File: src/rtl/aes_sub_bytes_seq.sv
// Iterative AES forward SubBytes engine, BYTES_PER_CYCLE bytes per BUSY cycle.
// Optional round-trip self-check enabled by defining AES_SBOX_ROUNDTRIP_CHECK_EN.
module aes_sub_bytes_seq #(
  parameter int unsigned BYTES_PER_CYCLE = 4
) (
  input  logic         clk,
  input  logic         rst_n,
  input  logic         in_valid,
  output logic         in_ready,
  input  logic [127:0] in_state,
  output logic         out_valid,
  input  logic         out_ready,
  output logic [127:0] out_state,
`ifdef AES_SBOX_ROUNDTRIP_CHECK_EN
  output logic         chk_err,
`endif
  output logic         busy
);

  localparam int unsigned Bpc    = BYTES_PER_CYCLE;
  localparam int unsigned Nchunk = 16 / Bpc;
  localparam int unsigned CntW   = (Nchunk > 1) ? $clog2(Nchunk) : 1;
  localparam int          ChunkW = 8 * Bpc;
  localparam logic [CntW-1:0] LastCnt = CntW'(Nchunk - 1);

  if (Bpc != 1 && Bpc != 2 && Bpc != 4 && Bpc != 8 && Bpc != 16) begin : gen_bpc_illegal
    $error("BYTES_PER_CYCLE must be 1, 2, 4, 8 or 16");
  end

  // Entry k of the table sits at bits [2047-8k -: 8].
  localparam logic [2047:0] SboxTbl = {
    128'h637c777bf26b6fc53001672bfed7ab76, 128'hca82c97dfa5947f0add4a2af9ca472c0,
    128'hb7fd9326363ff7cc34a5e5f171d83115, 128'h04c723c31896059a071280e2eb27b275,
    128'h09832c1a1b6e5aa0523bd6b329e32f84, 128'h53d100ed20fcb15b6acbbe394a4c58cf,
    128'hd0efaafb434d338545f9027f503c9fa8, 128'h51a3408f929d38f5bcb6da2110fff3d2,
    128'hcd0c13ec5f974417c4a77e3d645d1973, 128'h60814fdc222a908846eeb814de5e0bdb,
    128'he0323a0a4906245cc2d3ac629195e479, 128'he7c8376d8dd54ea96c56f4ea657aae08,
    128'hba78252e1ca6b4c6e8dd741f4bbd8b8a, 128'h703eb5664803f60e613557b986c11d9e,
    128'he1f8981169d98e949b1e87e9ce5528df, 128'h8ca1890dbfe6426841992d0fb054bb16
  };

  function automatic logic [7:0] sbox(input logic [7:0] b);
    return SboxTbl[2047 - 8 * int'(b) -: 8];
  endfunction

`ifdef AES_SBOX_ROUNDTRIP_CHECK_EN
  localparam logic [2047:0] InvSboxTbl = {
    128'h52096ad53036a538bf40a39e81f3d7fb, 128'h7ce339829b2fff87348e4344c4dee9cb,
    128'h547b9432a6c2233dee4c950b42fac34e, 128'h082ea16628d924b2765ba2496d8bd125,
    128'h72f8f66486689816d4a45ccc5d65b692, 128'h6c704850fdedb9da5e154657a78d9d84,
    128'h90d8ab008cbcd30af7e45805b8b34506, 128'hd02c1e8fca3f0f02c1afbd0301138a6b,
    128'h3a9111414f67dcea97f2cfcef0b4e673, 128'h96ac7422e7ad3585e2f937e81c75df6e,
    128'h47f11a711d29c5896fb7620eaa18be1b, 128'hfc563e4bc6d279209adbc0fe78cd5af4,
    128'h1fdda8338807c731b11210592780ec5f, 128'h60517fa919b54a0d2de57a9f93c99cef,
    128'ha0e03b4dae2af5b0c8ebbb3c83539961, 128'h172b047eba77d626e169146355210c7d
  };

  function automatic logic [7:0] inv_sbox(input logic [7:0] b);
    return InvSboxTbl[2047 - 8 * int'(b) -: 8];
  endfunction
`endif

  typedef enum logic [1:0] {StIdle, StBusy, StDone} state_e;

  state_e              state_q, state_d;
  logic [CntW-1:0]     cnt_q, cnt_d;
  logic [127:0]        work_q, work_d;
  logic [ChunkW-1:0]   cur_chunk;
  logic [ChunkW-1:0]   sub_chunk;

  always_ff @(posedge clk) begin
    if (!rst_n) begin
      state_q <= StIdle;
    end else begin
      state_q <= state_d;
    end
  end

  always_comb begin
    state_d = state_q;
    unique case (state_q)
      StIdle: if (in_valid) state_d = StBusy;
      StBusy: if (cnt_q == LastCnt) state_d = StDone;
      StDone: if (out_ready) state_d = StIdle;
      default: state_d = StIdle;
    endcase
  end

  always_comb begin
    in_ready  = (state_q == StIdle);
    busy      = (state_q == StBusy);
    out_valid = (state_q == StDone);
  end

  // Chunk 0 is the most significant ChunkW bits (byte 0 first).
  always_comb begin
    cur_chunk = work_q[127 - int'(cnt_q) * ChunkW -: ChunkW];
    sub_chunk = '0;
    for (int i = 0; i < int'(Bpc); i++) begin
      sub_chunk[ChunkW - 1 - 8 * i -: 8] = sbox(cur_chunk[ChunkW - 1 - 8 * i -: 8]);
    end
  end

  always_comb begin
    work_d = work_q;
    cnt_d  = cnt_q;
    if (state_q == StIdle && in_valid) begin
      work_d = in_state;
      cnt_d  = '0;
    end else if (state_q == StBusy) begin
      work_d[127 - int'(cnt_q) * ChunkW -: ChunkW] = sub_chunk;
      cnt_d = cnt_q + 1'b1;
    end
  end

  always_ff @(posedge clk) begin
    if (!rst_n) begin
      work_q <= '0;
      cnt_q  <= '0;
    end else begin
      work_q <= work_d;
      cnt_q  <= cnt_d;
    end
  end

  assign out_state = work_q;

`ifdef AES_SBOX_ROUNDTRIP_CHECK_EN
  logic chk_mismatch;

  always_comb begin
    chk_mismatch = 1'b0;
    for (int i = 0; i < int'(Bpc); i++) begin
      if (inv_sbox(sub_chunk[ChunkW - 1 - 8 * i -: 8]) != cur_chunk[ChunkW - 1 - 8 * i -: 8]) begin
        chk_mismatch = 1'b1;
      end
    end
  end

  always_ff @(posedge clk) begin
    if (!rst_n) begin
      chk_err <= 1'b0;
    end else if (state_q == StBusy && chk_mismatch) begin
      chk_err <= 1'b1;
    end
  end
`endif

endmodule

File: config.mk
export PLATFORM = sky130hd
export DESIGN_NAME = aes_sub_bytes_seq
export DESIGN_NICKNAME = d
export VERILOG_FILES = /design/src/rtl/aes_sub_bytes_seq.sv
export SDC_FILE = /design/constraint.sdc
export NUM_CORES = 1
export LEC_CHECK = 0
export ABC_AREA = 1
export CAP_MARGIN = 20
export CELL_PAD_IN_SITES_DETAIL_PLACEMENT = 0
export CELL_PAD_IN_SITES_GLOBAL_PLACEMENT = 1
export CORE_MARGIN = 4
export CORE_UTILIZATION = 35
export CTS_CLUSTER_DIAMETER = 150
export CTS_CLUSTER_SIZE = 24
export DETAILED_ROUTE_END_ITERATION = 16
export PLACE_DENSITY_LB_ADDON = 0.2
export SETUP_SLACK_MARGIN = 0.3
export SLEW_MARGIN = 20
export SYNTH_ARGS = -nofsm -noshare
export SYNTH_HDL_FRONTEND = slang
export SYNTH_SLANG_ARGS = --single-unit
File: constraint.sdc
create_clock -name clk -period 2.7 [get_ports clk]
set_input_delay 0.27 -clock clk [delete_from_list [all_inputs] [get_ports clk]]
set_output_delay 0.27 -clock clk [all_outputs]
set_load 0.02 [all_outputs]
======== Yosys cells after proc, flatten, opt, wreduce, memory -nomap -nowiden ========
Index checks and enable logic that the tools add are counted.
cells by class
  magnitude comparators ................... 0
  shifts and indexed selects .............. 7
  divide/modulo/power cells ............... 0
  equality and inequality tests ........... 6
  $add $sub $neg .......................... 7
  bitwise logic cells ..................... 1
  multiplexer cells ....................... 7
  reductions and logical operators ........ 5
  multipliers ............................. 0
operator list
  kind                                                                             number
  2055-bit by 12-bit variable part select with 8-bit output, first input constant  4
  128-bit 2-to-1 mux                                                               2
  32-bit by 33-bit variable shift with 159-bit output, first input constant        1
  159-bit by 8-bit variable part select with 32-bit output                         1
  32-bit by 33-bit variable part select with 159-bit output                        1
  128-bit bitwise mux                                                              1
  11-bit by 11-bit subtractor with 12-bit output, first input constant             4
  8-bit negator with 33-bit output                                                 1
  7-bit by 7-bit subtractor with 8-bit output, first input constant                1
  2-bit 2-to-1 mux                                                                 3
  2-bit one-hot mux with 3 select lines                                            1
  2-bit == test, second input constant                                             2
  2-bit by 1-bit inequality test with 1-bit output, second input constant          2
  3-bit AND reduction                                                              1
  2-bit by 1-bit adder with 2-bit output, second input constant                    1
  2-bit by 1-bit == test with 1-bit output, second input constant                  1
  2-bit zero test                                                                  1
  2-bit inequality test, second input constant                                     1
  2-bit nonzero test                                                               1
  2-bit OR reduction                                                               1
  1-bit logical AND                                                                1
  1-bit NOT                                                                        1
word-level totals
  memory bits (read-only) ................. 0
  bits in registers ....................... 132
  latch bits .............................. 0
  input port bits ......................... 132
  memories kept ........................... 0
  logic and storage cells ................. 36
  output and inout port bits .............. 131
  memory bits (writable) .................. 0

======== Depth between registers and ports, before layout ========
  depth after elaboration ................. 8
  gate-level depth with buffers ........... 22
  mapped depth without buffers ............ 20

======== Least setup slack after synthesis ========
No wires, ideal clock.
  kind .................................... register -> register
  start point ............................. reg cnt_q[0]
  end point ............................... reg work_q[42] (netlist: out_state[42])
  period minus slack after synthesis ...... 2.654 ns
  cell stages (with the launch flop) ...... 15
  slack ................................... 0.046 ns
  arrival time ............................ 2.522 ns
  data required time ...................... 2.568 ns
  setup time .............................. 0.132 ns
  path buffers ............................ 7
  path through ............................ dfxtp_1 inv_2 buf_6 buf_6 buf_6 buf_4 clkbuf_1 clkbuf_1 ha_1 nand2_1 nand2_1 clkbuf_1 o21ai_0 inv_1 a21oi_1
on the way
  cells in the longest elaborated chain, start to end .. 8
  elaborated cells between the ends (all ways) .. 16
  classes of those cells .................. add/sub: 6; shift: 7; mux: 3
RTL lines
  what                                                       RTL line  source
  start, declared                                            66        logic [CntW-1:0] cnt_q, cnt_d;
  start signal, assigned                                     122       cnt_q <= cnt_d;
  7-bit by 7-bit subtractor with 8-bit output *              97, 111
  159-bit by 8-bit variable part select with 32-bit output   97        cur_chunk = work_q[127 - int'(cnt_q) * ChunkW -: ChunkW];
  11-bit by 11-bit subtractor with 12-bit output             43        return SboxTbl[2047 - 8 * int'(b) -: 8];
  2055-bit by 12-bit variable part select with 8-bit output  43
  32-bit by 33-bit variable part select with 159-bit output  111       work_d[127 - int'(cnt_q) * ChunkW -: ChunkW] = sub_chunk;
  128-bit bitwise mux *                                      111
  128-bit 2-to-1 mux *                                       110       end else if (state_q == StBusy) begin
  128-bit 2-to-1 mux *                                       107       if (state_q == StIdle && in_valid) begin
  end signal, assigned                                       121       work_q <= work_d;
  end, declared                                              67        logic [127:0] work_q, work_d;
Mark *: on every way between the ends. The rest lies on a longest branch, timed or not. The select of a mux whose other input is x is not followed.
A chain may end at the register's enable or synchronous reset.

======== Worst setup path in the final report ========
  start point ............................. reg cnt_q[0]
  end point ............................... reg work_q[83] (netlist: out_state[83])
The elaborated chain is that of the path after synthesis.

==> results.json <==
{
  "worst_slack_ns": -0.0358,
  "routed_wl_mm": 133,
  "die_h_um": 248,
  "final_cell_mix": "nand3_1, nand2_1, buf_4, clkdlybuf4s50_1, inv_1",
  "rows": 87,
  "fin_crit_ns": 2.74,
  "antenna_found_initial": 10,
  "path_buf_inv": 7,
  "ys_ff_latch": 132,
  "dpl.cell_count": 5056,
  "ios": 263,
  "crit_family": "simple AND/OR/NAND/NOR gates",
  "cts_buffers": 17,
  "grt_pass1_wl_mm": 188,
  "dr.pass1.iters": 7,
  "final_common_cell": "nand3_1",
  "cp.arrival_ns": 3.19,
  "cap_violations": 0,
  "gr-total-overflow": 0,
  "gp_congestion": 1.04,
  "critPathKind": "register to register",
  "drtAntennaViolNets": 0,
  "hold_path_end": "out_state[48]",
  "drive_above_1_share": 0.282,
  "powerDensity_mw_per_mm2": 647,
  "hold_start": "in_state[48]",
  "p_leak_uw": 0.0147,
  "r2r_end": "out_state[83]",
  "slew_violations": 0,
  "rsz0062_at_grt": "true",
  "cts_max_path_buffers": 2,
  "fin_cells": 5204,
  "cts_tree": "built",
  "drt_iter0_markers": 4348,
  "path_cells": "inv_8 -> buf_12 -> buf_4 -> nand2_4 -> nand2_2 -> nand2_2 -> nand2_4 -> buf_6 -> ha_4 -> inv_4 -> nand2_4 -> buf_12 -> buf_4 -> nand3_1 -> nand3_2 -> nand2_2 -> nand3_4 -> nand3_4 -> nand4_1 -> a21oi_1",
  "worst_path_max_delay_cell": "dfxtp_4",
  "post-route-util": 0.571,
  "start_util": 0.356,
  "htreeDepth": 4,
  "syn-num-nets": 3965,
  "clock_latency_ns": 0.54,
  "skew_ns": 0.0339,
  "dpl.hpwl_mm": 93.7,
  "hold_depth": 5,
  "clockRootBuffer": "clkbuf_16",
  "clk_pin_slew_ns": 0.08,
  "worst_slew_pin_slew_ns": 0.598,
  "outcome": "finished with violations",
  "critPathLaunchType": "register",
  "yosys_warnings": 0,
  "first_global_vias": 28800,
  "whs_ns": 0.382,
  "max_slew_margin": 0.602,
  "hold_path_class": "primary input to register",
  "portBuffers": 262,
  "reg2reg_slack_ns": -0.04,
  "wl_per_cell_um": 25.6,
  "vias_per_cell": 6.07,
  "ys_types": 37,
  "cp_slowest_stage_delay_ns": 0.48,
  "max_freq_mhz": 366,
  "violations": "negative setup slack",
  "netlist_area_sq_mm": 0.0202,
  "syn_inst": 3773,
  "cts_sinks": 132,
  "die_x_um": 248,
  "num_vias": 31600,
  "core_area_sq_mm": 0.0567,
  "min_period_over_period": 1.01,
  "drc": 0,
  "required_ns": 3.15,
  "layout.nets": 4622,
  "crit_fanout": 12,
  "ys_seq_area_frac": 0.131,
  "postCtsHoldBufs": 0,
  "die_area_sq_mm": 0.0615,
  "post_synth.cell_area_avg_sq_um": 5.34,
  "setup_viol": 12,
  "rr_worst_depth": 20,
  "worstReg2RegStart": "cnt_q[0]",
  "critPathCaptureType": "register",
  "grtUsageTotal": 0.406,
  "area_growth_pct": 60.7,
  "grt_max_degree": 61,
  "ir_drop_mv": 0.610,
  "hold_viol": 0
}
[area by class of cell]
class | count | area (sq um)
inverter | 312 | 1240
antenna | 5 | 12.5
multi-input combinational | 3046 | 17400
tap | 756 | 946
timing repair inverter | 1 | 11.3
clock buffer | 18 | 429
fill | 5767 | 24300
timing repair buffer | 920 | 9610
clock inverter | 14 | 150
sequential | 132 | 2650
[report_power, final]
group	switching, uW	leakage [uW]	total, uW	internal (uW)
clock network	1270	0.000274	2640	1370
registers	158	0.00109	2270	2110
logic	9750	0.0134	16000	6300
[cells in the mapped netlist, drive strengths merged]
cell,instances,share of area
o211ai,14,0.0052
xor2,1,0.00043
or2,6,0.0019
clkinv,3,0.00056
nor2,94,0.018
nand3,1290,0.32
o21a,1,0.00037
nor3,4,0.00099
dfxtp,132,0.13
inv,309,0.058
o21bai,1,0.00037
clkbuf,68,0.013
nand3b,5,0.0019
buf,216,0.065
ha,60,0.037
a32oi,8,0.0070
a211oi,1,0.00037
a21oi,189,0.047
a21boi,1,0.00037
o21ai,103,0.026
nand2b,1,0.00031
nand2,1160,0.23
nand4,105,0.033
a31oi,1,0.00031
[how the worst max path moves through the flow]
stage	start	endpoint	slack (ns)	cells after the start
2_1_floorplan	cnt_q[0]	out_state[37]	0.30	19
3_3_place_gp	cnt_q[0]	out_state[76]	-0.16	17
3_5_place_dp	cnt_q[0]	out_state[12]	-0.15	17
4_1_cts	cnt_q[0]	out_state[95]	0.08	19
5_1_grt	cnt_q[0]	out_state[49]	-0.12	19
6_report	cnt_q[0]	out_state[83]	-0.04	20
[sequential cells by signal (all words and copies together), names as in the netlist]
signal	count
state_q	2
out_state	128
cnt_q	2
[cell families after synthesis]
family | count (synthesis) | share of synthesized area
AND/OR/NAND/NOR | 2665 | 0.609
buffers and inverters | 596 | 0.136
flip-flops | 132 | 0.131
adder cells (fa/ha/maj) | 60 | 0.0372
AO/OA/AOI/OAI | 319 | 0.0867
XOR/XNOR | 1 | 0.000434
[stage by stage]
step | cell area (sq um) | power [uW] | worst slack [ns] | setup TNS (ns)
2_1_floorplan | 20300 | 9570 | 0.300 | 0
6_report | 32400 | 21000 | -0.0358 | -0.166
3_3_place_gp | 27300 | 15500 | -0.161 | -6.00
4_1_cts | 29900 | 19000 | 0.0834 | 0
3_5_place_dp | 27300 | 15400 | -0.146 | -6.34
5_1_grt | 32400 | 21900 | -0.120 | -7.09
[layer usage]
metal,GRT usage,up-vias,share of wire
met3,0.119,563,0.12
met2,0.601,2302,0.42
met4,0.214,6,0.064
li1,-,14100,-
met1,0.531,14600,0.39
met5,0.0119,-,0.00023
[timing repair]
item,in CTS,in global routing
pin swaps,62,124
setup buffers,28,48
endpoints found under the setup margin,128,128
cloned,17,18
resized for setup,279,401
[tightest hold or removal path: cells and delay by family]
family | cells | cell delay, ns
buffers and inverters | 2 | 0.43
AOI/OAI and AO/OA | 1 | 0.05
and+or+nand+nor | 2 | 0.11
Note: power is estimated with default switching activity, not from simulation.
